[config.mk]
export PLATFORM = sky130hd
export DESIGN_NAME = aes_core_arbiter
export DESIGN_NICKNAME = d
export VERILOG_FILES = /design/src/rtl/aes_core_arbiter.sv
export SDC_FILE = /design/constraint.sdc
export NUM_CORES = 1
export LEC_CHECK = 0
export ABC_AREA = 1
export CORE_AREA = 5 5 450 452
export DETAILED_ROUTE_END_ITERATION = 10
export DIE_AREA = 0 0 455 457
export HOLD_SLACK_MARGIN = 0.03
export MAX_ROUTING_LAYER = met4
export SYNTH_ARGS = -nofsm -noshare
export SYNTH_HDL_FRONTEND = slang
export SYNTH_SLANG_ARGS = --single-unit
[constraint.sdc]
create_clock -name clk -period 3.27 [get_ports clk]
set_input_delay 0.4905 -clock clk [delete_from_list [all_inputs] [get_ports clk]]
set_output_delay 0.4905 -clock clk [all_outputs]
set_load 0.02 [all_outputs]
[src/rtl/aes_core_arbiter.sv]
// -----------------------------------------------------------------------------
// aes_core_arbiter
//
// Shares one pipelined AES cipher core between two independent requesters.
// Each requester hands over a plaintext block and its key with a valid/ready
// handshake. A round-robin grant picks at most one requester per cycle. The
// granted block and key are registered onto the core inputs. A LAT-deep tag
// pipeline follows every issue slot, so the core output can be routed back to
// its owner when the matching tag leaves the last stage. Every requester has
// one result slot, held until its result handshake. A requester may have only
// one outstanding job, so a result slot can never be overwritten.
//
// Parameters
//   LAT     core latency in cycles from the grant edge to the edge where the
//           core output is captured into the result slot (>= 1)
//   DATA_W  block / key width (128 for AES)
//
// Ports
//   clk                  system clock, rising edge
//   rst                  synchronous active-high reset
//   req{0,1}_valid  in   requester offers a block
//   req{0,1}_ready  out  grant; the handshake completes on valid && ready
//   req{0,1}_data   in   plaintext block
//   req{0,1}_key    in   cipher key
//   core_datain     out  registered plaintext to the AES core
//   core_key        out  registered key to the AES core
//   core_dataout    in   ciphertext from the AES core
//   res{0,1}_valid  out  ciphertext waiting for requester i
//   res{0,1}_ready  in   requester i accepts the result
//   res{0,1}_data   out  ciphertext for requester i
// -----------------------------------------------------------------------------
module aes_core_arbiter #(
    parameter int LAT    = 10,
    parameter int DATA_W = 128
) (
    input  logic              clk,
    input  logic              rst,

    input  logic              req0_valid,
    output logic              req0_ready,
    input  logic [DATA_W-1:0] req0_data,
    input  logic [DATA_W-1:0] req0_key,

    input  logic              req1_valid,
    output logic              req1_ready,
    input  logic [DATA_W-1:0] req1_data,
    input  logic [DATA_W-1:0] req1_key,

    output logic [DATA_W-1:0] core_datain,
    output logic [DATA_W-1:0] core_key,
    input  logic [DATA_W-1:0] core_dataout,

    output logic              res0_valid,
    input  logic              res0_ready,
    output logic [DATA_W-1:0] res0_data,

    output logic              res1_valid,
    input  logic              res1_ready,
    output logic [DATA_W-1:0] res1_data
);

    // Round-robin pick between two eligible requesters. last = 1 means that
    // requester 1 received the most recent grant, so requester 0 wins a tie.
    // Bit 0 of the result is the grant for requester 0.
    function automatic logic [1:0] rr_pick(input logic e0, input logic e1,
                                           input logic last);
        logic [1:0] g;
        g = 2'b00;
        if (e0 && e1) begin
            g = last ? 2'b01 : 2'b10;
        end else if (e0) begin
            g = 2'b01;
        end else if (e1) begin
            g = 2'b10;
        end
        return g;
    endfunction

    logic              busy0;
    logic              busy1;
    logic              rr_last;
    logic              elig0;
    logic              elig1;
    logic              grant0;
    logic              grant1;
    logic              issue;
    logic              issue_id;
    logic              res0_hs;
    logic              res1_hs;

    logic [LAT-1:0]    tag_vld;
    logic [LAT-1:0]    tag_id;
    logic              exit_vld;
    logic              exit_id;

    // Grant: combinational from the registered busy/rr state and the valids.
    // rst is folded into eligibility so that no ready is raised during reset.
    always_comb begin
        elig0    = req0_valid && !busy0 && !rst;
        elig1    = req1_valid && !busy1 && !rst;
        {grant1, grant0} = rr_pick(elig0, elig1, rr_last);
        issue    = grant0 | grant1;
        issue_id = grant1;
        res0_hs  = res0_valid && res0_ready;
        res1_hs  = res1_valid && res1_ready;
        exit_vld = tag_vld[LAT-1];
        exit_id  = tag_id[LAT-1];
    end

    assign req0_ready = grant0;
    assign req1_ready = grant1;

    // Stage 0: issue control. busy covers the job in flight and its pending
    // result. A grant and a result handshake on the same port cannot coincide,
    // because busy already blocks the grant, so a freed slot can be re-issued
    // at the earliest on the following edge.
    always_ff @(posedge clk) begin
        if (rst) begin
            busy0   <= 1'b0;
            busy1   <= 1'b0;
            rr_last <= 1'b1;
        end else begin
            if (grant0) begin
                busy0 <= 1'b1;
            end else if (res0_hs) begin
                busy0 <= 1'b0;
            end

            if (grant1) begin
                busy1 <= 1'b1;
            end else if (res1_hs) begin
                busy1 <= 1'b0;
            end

            if (grant0) begin
                rr_last <= 1'b0;
            end else if (grant1) begin
                rr_last <= 1'b1;
            end
        end
    end

    // Stage 0: core input registers. They hold their value when nothing is
    // granted, so an idle core sees a stable input.
    always_ff @(posedge clk) begin
        if (rst) begin
            core_datain <= '0;
            core_key    <= '0;
        end else if (grant0) begin
            core_datain <= req0_data;
            core_key    <= req0_key;
        end else if (grant1) begin
            core_datain <= req1_data;
            core_key    <= req1_key;
        end
    end

    // Stages 0..LAT-1: tag pipeline that tracks the owner of every issue slot.
    // An empty slot (v=0) enters on cycles without a grant. A reset clears all
    // tags, so core results that are still in flight are never delivered.
    generate
        if (LAT == 1) begin : g_tag_single
            always_ff @(posedge clk) begin
                if (rst) begin
                    tag_vld <= '0;
                    tag_id  <= '0;
                end else begin
                    tag_vld <= issue;
                    tag_id  <= issue_id;
                end
            end
        end else begin : g_tag_shift
            always_ff @(posedge clk) begin
                if (rst) begin
                    tag_vld <= '0;
                    tag_id  <= '0;
                end else begin
                    tag_vld <= {tag_vld[LAT-2:0], issue};
                    tag_id  <= {tag_id[LAT-2:0], issue_id};
                end
            end
        end
    endgenerate

    // Stage LAT: result slots. When a valid tag leaves the pipeline, the core
    // output belongs to the tag's owner. The slot then holds until the owner
    // accepts it. An exit and a handshake on the same slot cannot coincide,
    // because the owner cannot issue again while its slot is occupied.
    always_ff @(posedge clk) begin
        if (rst) begin
            res0_valid <= 1'b0;
            res1_valid <= 1'b0;
        end else begin
            if (exit_vld && !exit_id) begin
                res0_valid <= 1'b1;
            end else if (res0_hs) begin
                res0_valid <= 1'b0;
            end

            if (exit_vld && exit_id) begin
                res1_valid <= 1'b1;
            end else if (res1_hs) begin
                res1_valid <= 1'b0;
            end
        end
    end

    always_ff @(posedge clk) begin
        if (rst) begin
            res0_data <= '0;
            res1_data <= '0;
        end else begin
            if (exit_vld && !exit_id) begin
                res0_data <= core_dataout;
            end
            if (exit_vld && exit_id) begin
                res1_data <= core_dataout;
            end
        end
    end

endmodule

Yosys cells after proc, flatten, opt, wreduce, memory -nomap -nowiden. Cells that the tools add are included.

Flip-flop bits (word level): 537. Input bits: 646. Output and inout bits: 516. Word-level logic and storage cells: 46.

Muxes and demuxes: 16. Bitwise logic cells: 1. Reductions and logical operators: 18.

Operators by type and width (number): $mux W128 (4); $reduce_bool A2 Y1 (5); $logic_and A1 B1 Y1 (9); $mux W1 (8); $mux W2 (4); $logic_not A1 Y1 (4); $or A1 B1 Y1 (1).

Depth between registers and ports, before layout. Gate-level depths: netlist (run 1).

Depth in word-level cells: 8. Mapped depth: 9. Gate-level depth less buffers: 7.

Worst setup path before layout (run 1). Ideal clock, no wire load.

Path type: input to output. Start: input port req1_valid. End: output port req0_ready. Data arrival time: 1.212 ns. Required time: 2.779 ns. Path slack: 1.568 ns. Cell stages on the path: 4. Buffers on the path: 1. Cells stage by stage: nand3_1 nand2_1 clkbuf_1 inv_1.

Cells in the longest elaborated chain, start to end: 4.

RTL lines: from (decl) (line 44) `input logic req1_valid,`; $logic_and A1 B1 Y1 (2 in series) (line 100) `elig1 = req1_valid && !busy1 && !rst;`; $logic_and A1 B1 Y1 (line 69) `if (e0 && e1) begin`; $mux W2 (line 69); to (decl) (line 40) `output logic req0_ready,`.

No other way between the ends.

Worst setup path in the final report (run 1).
Start: input port rst. End: output port req1_ready.

Cells in the longest elaborated chain, start to end: 5. Elaborated cells on any way between the ends: 7. Those cells by class: mux: 3; reduce/logical: 4.

RTL lines: from (decl) (line 37) `input logic rst,`; $logic_not A1 Y1 (*) (line 99, 100); $logic_and A1 B1 Y1 (line 100); $mux W2 (line 73) `end else if (e1) begin`; $mux W2 (line 71) `end else if (e0) begin`; $mux W2 (*) (line 69); to (decl) (line 45) `output logic req1_ready,`.

Mark *: on every way between the ends. The rest lies on a longest branch, timed or not.

==> flow_summary.ini, run 1 <==
[status]
outcome = complete, no violations

[finish]
share_of_cells_above_drive_strength_1_pct = 3.91
final_area_mm2 = 0.0398
fill_cells = 22200
num-nets-final = 4864
p_r_area_growth_vs_syn_pct = 75.1

[synth]
ys_async_sr_fraction_pct = 0
yosys.cell_types.count = 18
synth_enable_flop_cells = 0
yosysSeqAreaShare_pct = 47.3
netlist.top_cell.by_area = sky130_fd_sc_hd__dfxtp_1
synthTopCellsByCount = 585 x sky130_fd_sc_hd__nor2_1, 537 x sky130_fd_sc_hd__dfxtp_1, 495 x sky130_fd_sc_hd__nand2_1, 489 x sky130_fd_sc_hd__nand3_1, 285 x sky130_fd_sc_hd__inv_1
largest_cells_by_area_after_synthesis = sky130_fd_sc_hd__dfxtp_1 47%, sky130_fd_sc_hd__nand3_1 11%, sky130_fd_sc_hd__nor2_1 9.7%
yosysMostFrequentCell = sky130_fd_sc_hd__nor2_1
postSynthAreaPerCell_um2 = 7.11
syn_inst = 3197
synth_fp_nets = 3843
netlist_area_mm2 = 0.0227
synth_flop_cell = sky130_fd_sc_hd__dfxtp_1
yosys_warnings = 0
synth_seq_cells = 537
synth_top_area_share_pct = 47.3

[worst_setup_path]
critPathKind = input pin to output port
timing.critical_path.to_type = output port
arrival_ns = 2.57
timing.critical_path.from_type = input pin
worst_ep_required_time_ns = 2.78
timing.critical_path.fanout_max = 6

[detailed_routing]
dr.pass1.iters = 6
initialDrtViolationCount = 1892
postRouteWirelength_mm = 173
routed-via-count = 26500
remaining_drc_errors = 0
post_drt_wl_per_cell_um = 24.7
ant_nets = 0
drt-vias-per-instance = 3.79

[sta]
max_slew.worst_pin.slew_ns = 1.35
total_count_of_max_transition_violations_in_the_final_report = 0
final-hold-violation-count = 0
fin_hold_ws_ns = 0.373
fin_crit_sh_pct = 93.5
grt_setup_unrepaired = no
final_period_minus_worst_setup_slack_ns = 3.06
worst_slew_margin_rel_pct = 10.2
max_freq_ghz = 0.327
tns_ns = 0
final-setup-viol-count = 0
fin_skew_ns = 0.0375

[grt]
grt_antenna_before_repair = 158
grt_pass1_vias = 25600
grt_start_max_net_pins = 164
global_route_total_overflow = 0
grt_usage_pct = 16.3
first_pass_grt_wire_length_mm = 226

[power]
irDropWorstVdd_mv = 0.331
power_per_cell_area_mw_per_mm2 = 492
finalPower_mw = 19.6
p_leak_nw = 16.3

[placed_design]
place_hpwl_mm = 140
gp_congestion = 0.928
post_place_cell_area_mm2 = 0.0372
port_buffers = 1161

[clock_network]
cts-resized-gates = 0
clock-root-buffer = sky130_fd_sc_hd__clkbuf_16
cts.sinks = 537
numCtsBuffers = 72
worstSkewPairLatency_ns = 0.68
clock_edge_transition_at_the_registers_on_the_reported_setup_and_hold_paths_ns = 0.06
cts_tree = yes
number_of_buffers_added_to_fix_hold_violations_after_cts = 0
h_tree_depth_reported_by_cts = 3
maximum_count_of_clock_buffers_along_a_single_path = 3
cts_setup_buffers = 0

[flow_run]
cap_violations = 0

[die]
floorplan.core_area_mm2 = 0.198
fp.dieH_um = 457
total_die_area_mm2 = 0.208
floorplan.initialDensity_pct = 11.5
boundary_pin_count = 1162
floorplan.rows = 164
width_of_the_die_um = 455

[min_path]
min-delay-path-class = flop to flop
==> final timing paths <==
| path | start | to | slack, ns | cells past startpoint |
|---|---|---|---|---|
| worst max-delay path | rst | req1_ready | 0.21 | 7 |
| worst min-delay path | tag_id[6] | tag_id[7] | 0.37 | 2 |
| worst max register to register | rr_last | core_datain[10] | 1.00 | 7 |
| worst min register to register | tag_id[6] | tag_id[7] | 0.37 | 2 |
==> area by class of cell <==
cell class              count  area, um^2  share of cell area (%)
repair buffers           1205       12100                    30.5
flip-flops and latches    537       10800                    27.0
multi-input cells        2114        9850                    24.7
well taps                2656        3320                    8.34
clock buffers             101        2050                    5.15
inverters                 288        1100                    2.76
clock inverters            27         443                    1.11
diodes                     65         163                   0.408
==> logic make-up after synthesis <==
| kind of cell | share of synthesized area [%] |
|---|---|
| AO/OA/AOI/OAI | 6.94 |
| buffers and inverters | 9.60 |
| flip-flops | 47.3 |
| AND/OR/NAND/NOR | 36.2 |
==> critical path, cell delays in order <==
cell and delay [ns]:
sky130_fd_sc_hd__clkdlybuf4s50_1 0.56, sky130_fd_sc_hd__inv_8 0.15, sky130_fd_sc_hd__nand3_1 0.15, sky130_fd_sc_hd__inv_1 0.08
sky130_fd_sc_hd__o21ai_0 0.11, sky130_fd_sc_hd__inv_1 0.33, sky130_fd_sc_hd__clkdlybuf4s50_1 0.69
==> layout by cell type, fill, tap and decap left out, drive strengths merged, types with 17 or more instances in the layout <==
cell	count
a21oi	30
buf	44
clkbuf	101
clkdlybuf4s50	1161
clkinv	17
dfxtp	537
diode	65
inv	289
nand2	495
nand3	489
nand3b	229
nor2	586
o21ai	284
==> per-stage QoR <==
| step | cells | worst slack (ns) | utilization [%] |
|---|---|---|---|
| finish | 6993 | 0.214 | 20.1 |
| global route | 6992 | 0.165 | 20.1 |
| CTS | 6928 | 0.263 | 20.0 |
| detailed placement | 6800 | 0.264 | 18.7 |
| global placement | 6800 | 0.237 | 18.7 |
| floorplan | 3197 | 1.57 | - |
==> power breakdown <==
| group | internal [mW] | leakage [nW] | switching, mW |
|---|---|---|---|
| logic | 1.81 | 10.7 | 2.13 |
| registers | 6.98 | 4.40 | 0.281 |
| clock network | 4.85 | 1.20 | 3.53 |
| total | 13.7 | 16.3 | 5.95 |
==> layer usage <==
layer  track usage (%)  vias to the layer above  part of all wire [%]
li1                  -                    12300                     -
met1              16.6                    12600                    37
met2              28.6                     1248                    50
met3              6.01                      309                   8.6
met4              5.91                        0                   4.0
met5                 -                        -                     0
==> sequential cells by signal, indices dropped and copies added (netlist names), 10 cells and up <==
signal	count
tag_id	10
core_datain	128
res0_data	128
res1_data	128
core_key	128
tag_vld	10
(Power assumes the default switching activity.)
==> inputs of run 2 (changes only) <==
--- a/config.mk
+++ b/config.mk
@@ -14,3 +14,4 @@
 export SYNTH_ARGS = -nofsm -noshare
 export SYNTH_HDL_FRONTEND = slang
 export SYNTH_SLANG_ARGS = --single-unit
+export TNS_END_PERCENT = 10
==> results of run 2 <==
No change in the layout: final DEF, timing and power equal those of run 1.
==> inputs of run 3 (changes only) <==
--- a/config.mk
+++ b/config.mk
@@ -6,11 +6,15 @@
 export NUM_CORES = 1
 export LEC_CHECK = 0
 export ABC_AREA = 1
-export CORE_AREA = 5 5 450 452
+export CELL_PAD_IN_SITES_DETAIL_PLACEMENT = 0
+export CELL_PAD_IN_SITES_GLOBAL_PLACEMENT = 1
+export CORE_AREA = 5 5 456 458
+export CTS_CLUSTER_SIZE = 20
 export DETAILED_ROUTE_END_ITERATION = 10
-export DIE_AREA = 0 0 455 457
+export DIE_AREA = 0 0 461 463
 export HOLD_SLACK_MARGIN = 0.03
 export MAX_ROUTING_LAYER = met4
+export PLACE_DENSITY_LB_ADDON = 0.1
 export SYNTH_ARGS = -nofsm -noshare
 export SYNTH_HDL_FRONTEND = slang
 export SYNTH_SLANG_ARGS = --single-unit
==> run 3 against run 2 <==
  * Flip-flop and latch count stayed put
  * Hold slack better by 0.015 ns
  * Cell count is 0.92% higher
  * Global-route usage is 0.94 points lower
  * Core utilization is 0.31 points lower
  * Non-clock buffer count is 9 higher
  * Clock power is 6.1% higher
  * Wire length is 3.8% lower
  * Design area is 1.0% higher
  * Largest cell class unchanged
  * Largest power group unchanged
  * Highest routed layer unchanged
==> flow_summary.ini, run 3 (synthesis results as in run 1) <==
[placed_design]
place_hpwl_mm = 124
gp_congestion = 0.797
port_buffers = 1161
dpl.cell_count = 6841
dp_worst_setup_slack_ns = 0.0456

[min_path]
min-delay-path-class = flop to flop

[die]
fp.dieH_um = 463
width_of_the_die_um = 461
floorplan.rows = 166
boundary_pin_count = 1162
floorplan.initialDensity_pct = 11.2
total_die_area_mm2 = 0.213
floorplan.core_area_mm2 = 0.204

[clock_network]
clock_edge_transition_at_the_registers_on_the_reported_setup_and_hold_paths_ns = 0.06
cts-resized-gates = 0
worstSkewPairLatency_ns = 0.68
h_tree_depth_reported_by_cts = 3
cts_tree = yes
cts_setup_buffers = 0
maximum_count_of_clock_buffers_along_a_single_path = 3
clock-root-buffer = sky130_fd_sc_hd__clkbuf_16
number_of_buffers_added_to_fix_hold_violations_after_cts = 0
cts.sinks = 537
numCtsBuffers = 82

[detailed_routing]
drt-vias-per-instance = 3.60
postRouteWirelength_mm = 166
remaining_drc_errors = 0
initialDrtViolationCount = 1112
routed-via-count = 25400
ant_nets = 0
post_drt_wl_per_cell_um = 23.6
dr.pass1.iters = 5

[sta]
fin_hold_ws_ns = 0.387
fin_ws_ns = 0.178
final-hold-violation-count = 0
total_count_of_max_transition_violations_in_the_final_report = 0
final-setup-viol-count = 0
max_slew.worst_pin.slew_ns = 0.984
grt_setup_unrepaired = no
final_period_minus_worst_setup_slack_ns = 3.09
max_freq_ghz = 0.323
worst_slew_margin_rel_pct = 34.4
fin_crit_sh_pct = 94.6
fin_skew_ns = 0.0440

[grt]
grt_pass1_vias = 26300
first_pass_grt_wire_length_mm = 225
grt_antenna_before_repair = 121
global_route_total_overflow = 0
grt_usage_pct = 15.4
grt_start_max_net_pins = 149

[power]
irDropWorstVdd_mv = 0.333
p_leak_nw = 16.4
power_per_cell_area_mw_per_mm2 = 502
finalPower_mw = 20.2

[worst_setup_path]
cpPeakStageDelay_ns = 0.56
critical_path_cell_list = clkdlybuf4s50_1 > inv_8 > nand3_1 > o21ai_0 > inv_1 > clkdlybuf4s50_1
worst_path_dominant_cell_family = buffers and inverters
timing.critical_path.from_type = input pin
critPathKind = input pin to output port
worst_ep_required_time_ns = 2.78
critPathBufInv = 4
worst_path_most_repeated_cell = sky130_fd_sc_hd__clkdlybuf4s50_1
timing.critical_path.to_type = output port
crit_path_top_delay_cell = sky130_fd_sc_hd__clkdlybuf4s50_1
arrival_ns = 2.60
regToRegSetupSlack_ns = 1.20
timing.critical_path.fanout_max = 22

[finish]
layout_utilization_pct = 19.8
mostFrequentLayoutCells = 1,161 x sky130_fd_sc_hd__clkdlybuf4s50_1, 584 x sky130_fd_sc_hd__nor2_1, 537 x sky130_fd_sc_hd__dfxtp_1, 492 x sky130_fd_sc_hd__nand2_1, 488 x sky130_fd_sc_hd__nand3_1
num-nets-final = 4883
share_of_cells_above_drive_strength_1_pct = 4.14
final_cells = 7057
p_r_area_growth_vs_syn_pct = 76.9
most_frequent_standard_cell_in_the_layout_excluding_fill_and_tap_cells = sky130_fd_sc_hd__clkdlybuf4s50_1

[flow_run]
cap_violations = 0

[status]
outcome = complete, no violations
[run 3: path summary, 6_finish.rpt]
path,from,end,depth (start not counted)
worst min register to register,tag_id[5],tag_id[6],2
worst max register to register,busy0,core_key[116],8
worst max-delay path,rst,req1_ready,6
worst min-delay path,tag_id[5],tag_id[6],2
[run 3: worst min-delay path, cell delays in order, from the launching register on]
cell and delay (ns):
sky130_fd_sc_hd__dfxtp_1 0.29, sky130_fd_sc_hd__inv_1 0.04, sky130_fd_sc_hd__nor2_1 0.03
[run 3: power breakdown]
group / internal [mW] / switching [mW]
combinational: 1.84 / 2.21
sequential: 6.98 / 0.243
clock: 5.16 / 3.74
total: 14.0 / 6.19
[run 3: layout make-up]
class | instances | area (um^2)
clock buffer | 128 | 2400
timing repair buffer | 1214 | 12300
multi-input combinational | 2114 | 9850
antenna | 73 | 183
fill | 23100 | 163000
tap | 2688 | 3360
inverter | 288 | 1100
clock inverter | 15 | 234
sequential | 537 | 10800
[run 3: per-stage QoR]
stage	setup TNS, ns	instance area, um^2
after floorplan	0	22700
after global placement	-0.0197	37400
after detailed placement	0	37400
after CTS	0	40000
after global routing	0	40200
final	0	40200
[run 3: metal layers]
layer | track usage, % | vias up | wire (um)
li1 | - | 12400 | -
met4 | 3.02 | 0 | 2920
met1 | 16.6 | 11800 | 66400
met5 | - | - | 0
met2 | 25.8 | 990 | 79200
met3 | 7.35 | 198 | 17900
